**config.mk**
```make
export PLATFORM = sky130hd
export DESIGN_NAME = instr_encoder
export DESIGN_NICKNAME = d
export VERILOG_FILES = /design/src/rtl/instr_encoder.sv
export SDC_FILE = /design/constraint.sdc
export NUM_CORES = 1
export LEC_CHECK = 0
export BUFFER_PORTS_ARGS = -buffer_cell sky130_fd_sc_hd__buf_2
export CAP_MARGIN = 20
export CORE_ASPECT_RATIO = 1.5
export CORE_MARGIN = 1
export CORE_UTILIZATION = 40
export CTS_BUF_LIST = sky130_fd_sc_hd__clkbuf_4
export CTS_CLUSTER_SIZE = 16
export DETAILED_ROUTE_END_ITERATION = 10
export GPL_TIMING_DRIVEN = 0
export PLACE_DENSITY = 0.78
export REMOVE_ABC_BUFFERS = 1
export SLEW_MARGIN = 25
export SYNTH_ARGS = -nofsm -noshare
export SYNTH_HDL_FRONTEND = slang
export SYNTH_SLANG_ARGS = --single-unit
export TNS_END_PERCENT = 5
```
**constraint.sdc**
```tcl
create_clock -name clk_i -period 4.2 [get_ports clk_i]
set_clock_uncertainty 0.05 [all_clocks]
set_input_delay 1.26 -clock clk_i [delete_from_list [all_inputs] [get_ports clk_i]]
set_output_delay 1.26 -clock clk_i [all_outputs]
set_load 0.05 [all_outputs]
```
**src/rtl/instr_encoder.sv**
```systemverilog
// instr_encoder: packs R-format/addi/slti/beq fields into 32-bit MIPS words
// and streams them, with sequential byte addresses, into an instruction loader.
//
// state   | meaning
// --------+---------------------------------------------------------------
// S_EMPTY | output register empty, ready for a request
// S_VALID | output register holds a word awaiting the loader
// S_FULL  | DEPTH words emitted; only clear_i or rst_i leaves this state
module instr_encoder #(
    parameter int DEPTH = 256
) (
    input  logic        clk_i,
    input  logic        rst_i,
    input  logic        clear_i,
    input  logic        req_valid_i,
    output logic        req_ready_o,
    input  logic [1:0]  kind_i,
    input  logic [4:0]  rs_i,
    input  logic [4:0]  rt_i,
    input  logic [4:0]  rd_i,
    input  logic [4:0]  shamt_i,
    input  logic [5:0]  funct_i,
    input  logic [15:0] imm_i,
    input  logic [31:0] target_i,
    output logic [31:0] instr_o,
    output logic [31:0] instr_addr_o,
    output logic        instr_valid_o,
    input  logic        instr_ready_i,
    output logic        full_o,
    output logic        err_o
);

    localparam int IW = $clog2(DEPTH) + 1;

    typedef enum logic [1:0] {S_EMPTY, S_VALID, S_FULL} state_t;

    state_t        state;
    logic [IW-1:0] idx;
    logic [32:0]   idx_plus1;
    logic [32:0]   off;
    logic          off_ok;
    logic          at_limit;
    logic          take;
    logic          bad_beq;
    logic          load;
    logic          done;
    logic [31:0]   enc;

    // Branch offset in 33-bit two's complement; in range when bits 32:15 agree.
    assign idx_plus1 = 33'(idx) + 33'd1;
    assign off       = {target_i[31], target_i} - idx_plus1;
    assign off_ok    = (off[32:15] == '0) || (off[32:15] == '1);

    // idx reaching DEPTH means the word in the output register is the last one.
    assign at_limit = (idx == IW'(DEPTH));
    assign take     = req_valid_i & req_ready_o;
    assign bad_beq  = (kind_i == 2'd3) & ~off_ok;
    assign load     = take & ~bad_beq;
    assign done     = (state == S_VALID) & instr_ready_i;

    // Ready depends only on state and the loader's ready, never on req_valid_i.
    always_comb begin
        req_ready_o = 1'b0;
        case (state)
            S_EMPTY: req_ready_o = 1'b1;
            S_VALID: req_ready_o = instr_ready_i & ~at_limit;
            default: req_ready_o = 1'b0;
        endcase
    end

    // Field packing for each instruction kind.
    always_comb begin
        enc = 32'd0;
        case (kind_i)
            2'd0:    enc = {6'b000000, rs_i, rt_i, rd_i, shamt_i, funct_i};
            2'd1:    enc = {6'b001000, rs_i, rt_i, imm_i};
            2'd2:    enc = {6'b001010, rs_i, rt_i, imm_i};
            default: enc = {6'b000100, rs_i, rt_i, off[15:0]};
        endcase
    end

    // Output register, word index, sticky error and state transitions.
    always_ff @(posedge clk_i or posedge rst_i) begin
        if (rst_i) begin
            state         <= S_EMPTY;
            idx           <= '0;
            instr_o       <= '0;
            instr_addr_o  <= '0;
            instr_valid_o <= 1'b0;
            full_o        <= 1'b0;
            err_o         <= 1'b0;
        end else if (clear_i) begin
            state         <= S_EMPTY;
            idx           <= '0;
            instr_o       <= '0;
            instr_addr_o  <= '0;
            instr_valid_o <= 1'b0;
            full_o        <= 1'b0;
            err_o         <= 1'b0;
        end else begin
            if (take && bad_beq) begin
                err_o <= 1'b1;
            end
            if (load) begin
                instr_o       <= enc;
                instr_addr_o  <= 32'(idx) << 2;
                idx           <= idx + IW'(1);
                state         <= S_VALID;
                instr_valid_o <= 1'b1;
            end else if (done) begin
                instr_valid_o <= 1'b0;
                if (at_limit) begin
                    state  <= S_FULL;
                    full_o <= 1'b1;
                end else begin
                    state <= S_EMPTY;
                end
            end
        end
    end

endmodule

```
## Yosys cells after proc, flatten, opt, wreduce, memory -nomap -nowiden

Cells that the tools add are included.

| word-level totals | value |
|---|---|
| register bits | 78 |
| input bits | 81 |
| logic and storage cells | 57 |

| operators by class | value |
|---|---|
| add/sub/neg operators | 3 |
| equal/unequal tests | 7 |
| muxes and demuxes | 21 |
| bitwise gates (word level) | 8 |
| reduce and logical (&&, ||, !) cells | 11 |

Operators by type and width:

| cell | number |
|---|---|
| two-way mux 32 bit | 4 |
| one-hot mux 30 bit (3 select lines) | 1 |
| subtractor 32 x 11 -> 33 bit | 1 |
| == test 18 bit (second input constant) | 1 |
| zero test 18 bit | 1 |
| two-way mux 9 bit | 2 |
| adder 9 x 1 -> 10 bit (second input constant) | 1 |
| adder 9 x 1 -> 9 bit (second input constant) | 1 |
| == test 9 bit (second input constant) | 1 |
| two-way mux 1 bit | 9 |
| two-way mux 2 bit | 4 |
| nonzero test 2 bit | 4 |
| AND 1 bit | 5 |
| == test 2 x 1 -> 1 bit (second input constant) | 2 |
| == test 2 bit (second input constant) | 2 |
| zero test 2 bit | 2 |
| inverter 1 bit | 3 |
| AND reduction 3 bit | 1 |
| nonzero test 3 bit | 1 |
| != test 2 bit (second input constant) | 1 |
| one-hot mux 1 bit (2 select lines) | 1 |
| logical AND 1 bit | 1 |
| logical OR 1 bit | 1 |

## Depth between registers and ports, before layout

Gate-level depths: netlist of run 1.

| logic depth | value |
|---|---|
| depth in word-level cells | 10 |
| mapped depth | 18 |
| depth with buffers taken out | 15 |

## Least setup slack after synthesis of run 1

Ideal clock, no wire load.

| path | value |
|---|---|
| path kind | register to register |
| from | register idx[0] |
| to | register instr_o[23] |
| library setup time | 0.078 ns |
| arrival | 4.500 ns |
| required time | 4.072 ns |
| path slack | -0.428 ns |
| stages on the path, launching flop included | 19 |
| path buffers | 3 |
| period minus slack after synthesis | 4.628 ns |
| cell sequence | dfrtp_1 ha_1 and3_1 and3_1 and3_1 xnor2_1 ha_1 clkbuf_1 nand4b_1 or4_1 a21oi_1 nor3b_2 a21o_1 a2111oi_2 and3_1 buf_2 clkbuf_1 o211ai_1 a21oi_1 |

| between the ends | value |
|---|---|
| longest elaborated chain between the ends | 9 |
| elaborated cells between the ends (all ways) | 15 |
| classes of those cells | add/sub: 2; eq/ne: 2; mux: 1; bitwise: 7; reduce/logical: 3 |

Ends and longest elaborated chain:

| item | line | text |
|---|---|---|
| from (decl) | 38 | `logic [IW-1:0] idx;` |
| from (signal assigned) | 107 | `idx <= idx + IW'(1);` |
| adder 9 x 1 -> 10 bit | 50 | `assign idx_plus1 = 33'(idx) + 33'd1;` |
| subtractor 32 x 11 -> 33 bit | 51 | `assign off = {target_i[31], target_i} - idx_plus1;` |
| == test 18 bit / zero test 18 bit (equally long branches) | 52 | `assign off_ok = (off[32:15] == '0) \|\| (off[32:15] == '1);` |
| logical OR 1 bit | 52 |  |
| inverter 1 bit | 57 | `assign bad_beq = (kind_i == 2'd3) & ~off_ok;` |
| AND 1 bit | 57 |  |
| inverter 1 bit | 58 | `assign load = take & ~bad_beq;` |
| AND 1 bit (*) | 58 |  |
| nonzero test 2 bit (no source line) (*) | -- |  |
| to (signal assigned) | 105 | `instr_o <= enc;` |
| to (decl) | 25 | `output logic [31:0] instr_o,` |

Every way passes the cells marked *; elsewhere a longest branch is shown, timed or not.
A chain may end at the register's enable or synchronous reset.

## Worst setup path after layout of run 1

| path | value |
|---|---|
| from | register idx[0] |
| to | register idx[2] |

| between the ends | value |
|---|---|
| longest elaborated chain between the ends | 9 |
| elaborated cells between the ends (all ways) | 18 |
| classes of those cells | add/sub: 3; eq/ne: 2; mux: 3; bitwise: 7; reduce/logical: 3 |

Ends and longest elaborated chain:

| item | line |
|---|---|
| adder 9 x 1 -> 10 bit | 50 |
| subtractor 32 x 11 -> 33 bit | 51 |
| == test 18 bit / zero test 18 bit (equally long branches) | 52 |
| logical OR 1 bit | 52 |
| inverter 1 bit | 57 |
| AND 1 bit | 57 |
| inverter 1 bit | 58 |
| AND 1 bit | 58 |
| nonzero test 2 bit (no source line) | -- |

Parallel ways exist; a longest one is shown, timed or not. The select of a mux whose other input is x is not followed.

==> results of run 1 <==
==> stage by stage <==
step	cells	setup TNS (ns)	setup WS [ns]	hold WS [ns]	total power (W)
5_1_grt	781	-15.37	-0.4249	0.5156	0.001288
6_report	781	-7.834	-0.2722	0.4790	0.001238
3_5_place_dp	733	-58.80	-1.454	0.4500	0.0009636
4_1_cts	771	-5.837	-0.2074	0.4858	0.001218
3_3_place_gp	731	-87.98	-2.364	0.4313	0.0009510
2_1_floorplan	465	-41.93	-1.247	0.4551	0.0008205
==> synthesized netlist by cell type (8+ instances only) <==
cell / count / share of area (%)
o21ai_0: 11 / 1.3
nor2_1: 26 / 2.3
nor3_1: 12 / 1.4
xnor2_1: 21 / 4.2
nor2b_1: 11 / 1.6
mux2i_1: 19 / 4.4
inv_1: 13 / 1.1
ha_1: 16 / 4.6
clkbuf_1: 25 / 2.2
o211ai_1: 47 / 8.1
buf_4: 28 / 4.8
and3_1: 8 / 1.2
and2_1: 8 / 1.2
a221oi_1: 16 / 3.2
xor2_1: 8 / 1.6
nand2b_1: 24 / 3.5
nand2_1: 18 / 1.6
a21oi_1: 45 / 5.2
dfrtp_1: 51 / 29
==> power groups by stage <==
stage | Clock, W | Sequential, W | Combinational (W)
after floorplan | 0 | 0.000600 | 0.000220
after global placement | 0 | 0.000533 | 0.000418
after detailed placement | 0 | 0.000534 | 0.000430
after CTS | 0.000233 | 0.000524 | 0.000461
after global routing | 0.000249 | 0.000526 | 0.000513
final | 0.000230 | 0.000524 | 0.000484
==> area by class of cell <==
cell class              instances  area (sq um)  share of cell area [%]
multi-input cells             403          3047                   54.69
flip-flops and latches         51          1276                   22.91
repair buffers                163         964.7                   17.32
well taps                     144         180.2                   3.235
inverters                      13         51.30                  0.9209
clock buffers                   5         37.54                  0.6739
clock inverters                 2         13.76                  0.2471
==> tightest hold or removal path: cells and delay by family, from the launching register on <==
kind | cells | cell delay [ns]
AOI/OAI and AO/OA | 1 | 0.05
DFF | 1 | 0.38
and+or+nand+nor | 1 | 0.08
==> sequential cells by signal, summed over array words and instances, names as in the netlist <==
name and count:
full_o 1, instr_addr_o 9, state 2, err_o 1, instr_o 29, idx 9
==> layer usage <==
layer / routed length [um] / vias to the layer above
met3: 597 / 46
met5: 0 / -
met1: 5316 / 2222
met4: 729 / 0
met2: 7665 / 179
li1: - / 2078
==> worst min-delay path by stage <==
stage	slack, ns	end	cells past startpoint
floorplan	0.46	state[1]$_DFFE_PP0P_	2
global placement	0.43	full_o$_DFFE_PP0P_	2
detailed placement	0.45	err_o$_DFFE_PP0P_	2
CTS	0.49	err_o$_DFFE_PP0P_	2
global route	0.52	err_o$_DFFE_PP0P_	2
finish	0.48	err_o$_DFFE_PP0P_	2
==> repair_timing <==
action | in CTS | in global routing
buffers inserted | 30 | 8
gates resized for setup | 38 | 21
gates cloned | 1 | 2
setup endpoints to repair | 49 | 49
pin swaps | 22 | 13
==> cell usage in the layout, fill, tap and decap left out, types with 3 or more instances in the layout <==
cell and count:
buf_2 121, dfrtp_1 51, o211ai_1 47, a21oi_1 41, buf_4 35, conb_1 26
nor2_1 25, nand2b_1 24, xnor2_1 19, nand2_1 18, mux2i_1 17, a221oi_1 16
inv_1 12, nor2b_1 11, nor3_1 11, ha_1 11, o21ai_0 9, xor2_1 7
and3_4 7, a211o_1 7, and2_1 6, nand3_1 5, a31oi_1 5, mux2_2 5
clkbuf_4 5, buf_6 5, a21o_1 4, or4_4 4, or4_1 4, or2_2 4
ha_2 4, o21ai_2 3, a21oi_2 3, nand4_1 3, o211a_1 3
==> cell families after synthesis <==
| group | after synthesis |
|---|---|
| buffers and inverters | 72 |
| muxes | 27 |
| AOI/OAI and AO/OA | 155 |
| and+or+nand+nor | 147 |
| other | 1 |
| xor gates and xnor gates | 29 |
| adders and majority gates | 17 |
| DFF | 51 |
==> flow_summary.json, run 1 <==
{
  "outcome": "finished with violations",
  "violations": "negative setup slack",
  "final_core_utilization_pct": 52.89,
  "synth-compound-area-share_pct": 24.99,
  "clockBufferDepth": 2,
  "grtUsageTotal_pct": 24.27,
  "cts_tree": "done",
  "synth-simple-area-share_pct": 19.05,
  "syn_inst": 499,
  "max_stage_delay_ns": 0.49,
  "fill_cells": 986,
  "rr_worst_depth": 17,
  "worstHoldStart": "err_o$_DFFE_PP0P_",
  "cts_inserted_buffers": 5,
  "yosys_most_used_dff": "dfrtp_1",
  "ys_ff_latch": 51,
  "power.leakage_nw": 2.537,
  "synth-edff-count": 0,
  "area_growth_pct": 28.48,
  "design_area_sq_um": 5570,
  "avgSynthCellArea_sq_um": 8.688,
  "grt-ovfl-total": 0,
  "finalHoldViolations": 0,
  "dr.first_iter.drc_count": 297,
  "die_h_um": 129.5,
  "relSlewSlack_pct": 42.03,
  "crit_top_cell": "and3_4",
  "port_buffers": 122,
  "yosys_warnings": 0,
  "vias": 4525,
  "ys_seq_area_share_pct": 29.44,
  "rrSetupSlack_ns": -0.27,
  "cp_num_cells": 17,
  "dp_hpwl_um": 9602,
  "combPwrFrac_pct": 39.1,
  "die_x_um": 87.01,
  "cp-startpoint": "idx[0]$_DFFE_PP0P_",
  "period_minus_slack_ns": 4.472,
  "ys_types": 57,
  "synth_top_family_by_area": "compound AO/OA/AOI/OAI gates",
  "routed_wirelength_um": 14310,
  "cp.buffers_inverters": 2,
  "max_freq_ghz": 0.2236,
  "core_area_sq_um": 10530,
  "rsz0062_at_grt": "true",
  "reg2reg_to": "idx[2]$_DFFE_PP0P_",
  "fin_nets": 735,
  "grt_pass1_wl_um": 21160,
  "via_per_inst": 5.794,
  "ir_drop_uv": 135.0,
  "drive_gt1_share_pct": 36.11,
  "path_cells": "ha_2 > and3_4 > and3_4 > and3_4 > xnor2_4 > ha_4 > and2_4 > or4_4 > nor2_4 > a21boi_2 > or4_1 > or3_4 > o41ai_4 > buf_6 > buf_8 > o211ai_1 > mux2_1",
  "slowest_stage": "or4_4",
  "end_kind": "flip-flop",
  "worstSetupEndpoint": "idx[2]$_DFFE_PP0P_",
  "grt_antenna_before_repair": 0,
  "synthesis.area_sq_um": 4335,
  "pin_count": 149,
  "switchingPower_w": 0.0005046,
  "met1_usage_pct": 26.86,
  "grt_util_met2_pct": 43.68,
  "cts.root.buffer_cell": "clkbuf_4",
  "ant_nets": 0,
  "drv_slew": 0,
  "synthAdderAreaFrac_pct": 5.079,
  "cp.required_ns": 4.44,
  "cp-start-kind": "flip-flop",
  "maxCapViolations": 0,
  "initial_core_util_pct": 41.16,
  "path_class": "flip-flop to flip-flop",
  "r2r-start": "idx[0]$_DFFE_PP0P_",
  "diodes": 0,
  "rows": 46,
  "post_drt_wl_per_cell_um": 18.32,
  "p_seq_share_pct": 42.3,
  "async_reset_ff_share_pct": 100.0,
  "pwr_density_cell_nw_per_um2": 222.2,
  "setup_viol": 48,
  "grt.busiest_layer": "met2",
  "grt_pass1_vias": 4250,
  "dieArea_sq_um": 11270,
  "synthXorXnorAreaFrac_pct": 5.859,
  "muxShareOfSynthArea_pct": 6.465,
  "hp-class": "flip-flop to flip-flop",
  "critPathArrivalTime_ns": 4.71,
  "clock_power_share_pct": 18.6,
  "htree_levels": 2,
  "fin_crit_sh_pct": 106.5,
  "swShare_pct": 40.77,
  "worst_pin_slew_ns": 0.8675,
  "power.internal_w": 0.0007332,
  "dpl_cell_area_sq_um": 4915,
  "clock_latency_ns": 0.40,
  "cts_sinks": 51,
  "hold_buffers": 0,
  "cp_max_fo": 5,
  "final.setup.worst_slack_ns": -0.2722,
  "cts.reportedPaths.clkPinSlew_ns": 0.15,
  "use_met3_pct": 2.739,
  "path_delay_family": "simple AND/OR/NAND/NOR gates",
  "first_pass_iters": 5,
  "drc": 0,
  "grt_max_degree": 69,
  "gp_congestion": 0.8827
}
Power figures use the tool's default switching activity.
==> inputs of run 2 (changes only) <==
--- a/config.mk
+++ b/config.mk
@@ -9,12 +9,12 @@
 export CAP_MARGIN = 20
 export CORE_ASPECT_RATIO = 1.5
 export CORE_MARGIN = 1
-export CORE_UTILIZATION = 40
+export CORE_UTILIZATION = 48
 export CTS_BUF_LIST = sky130_fd_sc_hd__clkbuf_4
 export CTS_CLUSTER_SIZE = 16
 export DETAILED_ROUTE_END_ITERATION = 10
 export GPL_TIMING_DRIVEN = 0
-export PLACE_DENSITY = 0.78
+export PLACE_DENSITY = 0.89
 export REMOVE_ABC_BUFFERS = 1
 export SLEW_MARGIN = 25
 export SYNTH_ARGS = -nofsm -noshare
==> flow_summary.json, run 2 (synthesis gave the netlist of run 1 again) <==
{
  "max_stage_delay_ns": 0.50,
  "pin_count": 149,
  "area_growth_pct": 29.96,
  "setup_viol": 49,
  "hold_buffers": 0,
  "grt_pass1_wl_um": 21760,
  "initial_core_util_pct": 49.40,
  "hp-class": "flip-flop to flip-flop",
  "crit_top_cell": "buf_6",
  "htree_levels": 2,
  "dp_slack_ns": -1.385,
  "cp-start-kind": "primary input",
  "ant_nets": 0,
  "die_x_um": 79.60,
  "dr.first_iter.drc_count": 475,
  "fin_nets": 743,
  "grt_antenna_before_repair": 0,
  "final_cell_mix": "buf_2, dfrtp_1, o211ai_1, buf_4, a21oi_1",
  "largest_reg_flops": 29,
  "relSlewSlack_pct": 43.32,
  "cts.reportedPaths.clkPinSlew_ns": 0.16,
  "cp.required_ns": 4.48,
  "drv_slew": 0,
  "rows": 42,
  "maxCapViolations": 0,
  "vias": 4741,
  "grtUsageTotal_pct": 29.76,
  "grt_max_degree": 69,
  "dp_hpwl_um": 9315,
  "regMostFlops": "instr_o",
  "pwr_density_cell_nw_per_um2": 247.8,
  "fill_cells": 690,
  "final_core_utilization_pct": 64.20,
  "final-seq-area_sq_um": 1276,
  "port_buffers": 122,
  "rsz0062_at_grt": "true",
  "critPathArrivalTime_ns": 4.85,
  "met1_usage_pct": 33.14,
  "finalHoldViolations": 0,
  "reg.largest.list": "instr_o: 29 flops, idx: 9 flops, instr_addr_o: 9 flops",
  "cp_max_fo": 5,
  "multi_input_area_sq_um": 3050,
  "gp_congestion": 0.8917,
  "die_h_um": 118.4,
  "dieArea_sq_um": 9424,
  "mostFrequentLayoutCell": "buf_2",
  "drive_gt1_share_pct": 36.69,
  "grt_util_met2_pct": 51.18,
  "max_freq_ghz": 0.2188,
  "final.setup.worst_slack_ns": -0.3695,
  "path_class": "primary input to flip-flop",
  "worst_pin_slew_ns": 0.8481,
  "grt_pass1_vias": 4418,
  "ir_drop_uv": 192.1,
  "period_minus_slack_ns": 4.570,
  "first_pass_iters": 6,
  "cts.root.buffer_cell": "clkbuf_4",
  "violations": "negative setup slack",
  "fin_crit_sh_pct": 108.8,
  "slowest_stage": "or4_1",
  "dpl_cell_area_sq_um": 4872,
  "grt-ovfl-total": 0,
  "power.leakage_nw": 2.608,
  "clock_latency_ns": 0.43,
  "end_kind": "flip-flop",
  "cts_sinks": 51,
  "clockBufferDepth": 2,
  "path_cells": "buf_2 > inv_1 > ha_1 > fa_1 > nand2b_1 > a21oi_2 > o21a_2 > nor3b_1 > or4_1 > or3_4 > o41ai_4 > buf_6 > buf_6 > o21ai_4 > buf_6 > mux2i_1",
  "cts_inserted_buffers": 5,
  "core_area_sq_um": 8776,
  "post_drt_wl_per_cell_um": 19.10,
  "outcome": "finished with violations",
  "grt.busiest_layer": "met2",
  "drc": 0,
  "routed_wirelength_um": 14460,
  "use_met3_pct": 4.788,
  "cts_tree": "done",
  "design_area_sq_um": 5634,
  "via_per_inst": 6.263
}
## run 2: where the power goes
part	switching [W]	total, W	internal, W	leakage, nW
Sequential	0.0000125	0.000524	0.000512	0.697
Clock	0.000194	0.000383	0.000189	0.0573
Combinational	0.000328	0.000489	0.000161	1.85
## run 2: final cells by class
class,count,share of cell area (%)
clock inverter,3,1.266
timing repair buffer,170,17.88
multi-input combinational,404,54.14
antenna,1,0.04441
inverter,13,0.9105
tap,110,2.443
sequential,51,22.65
clock buffer,5,0.6662
## run 2: worst max-delay path, delay by kind of cell
family / cells / cell delay (ns)
fa+ha+maj: 2 / 0.66
compound gates: 4 / 0.92
simple gates: 4 / 1.21
mux: 1 / 0.19
buf+inv: 5 / 0.60
## run 2: final timing paths
check | slack, ns | cells after the start | endpoint | startpoint
worst min-delay path | 0.47 | 2 | err_o$_DFFE_PP0P_ | err_o$_DFFE_PP0P_
worst min register to register | 0.47 | 2 | err_o$_DFFE_PP0P_ | err_o$_DFFE_PP0P_
min in group asynchronous | 0.85 | 2 | instr_o[13]$_DFFE_PP0P_ | rst_i
worst max-delay path | -0.37 | 16 | instr_addr_o[10]$_DFFE_PP0P_ | target_i[0]
worst max register to register | -0.27 | 17 | instr_addr_o[10]$_DFFE_PP0P_ | idx[1]$_DFFE_PP0P_
max in group asynchronous | 2.78 | 2 | instr_addr_o[7]$_DFFE_PP0P_ | rst_i
## run 2: per-stage QoR
stage / hold slack [ns] / total power [W] / std cells / setup TNS [ns]
floorplan: 0.4551 / 0.0008205 / 465 / -41.93
global placement: 0.4262 / 0.0009467 / 697 / -86.06
detailed placement: 0.4325 / 0.0009603 / 699 / -58.50
global route: 0.5036 / 0.001452 / 756 / -15.78
finish: 0.4734 / 0.001396 / 757 / -11.93
CTS: 0.4705 / 0.001366 / 744 / -6.251
## run 2: timing repair
action	CTS	global route
setup endpoints to repair	49	49
pin swaps	23	14
setup buffers	35	11
gates cloned	2	1
resized for setup	40	20
## run 2: layer usage
layer | vias up | share of wire, %
met3 | 92 | 6.6
met5 | - | 0
met2 | 298 | 51
met4 | 0 | 7.0
li1 | 2099 | -
met1 | 2252 | 36
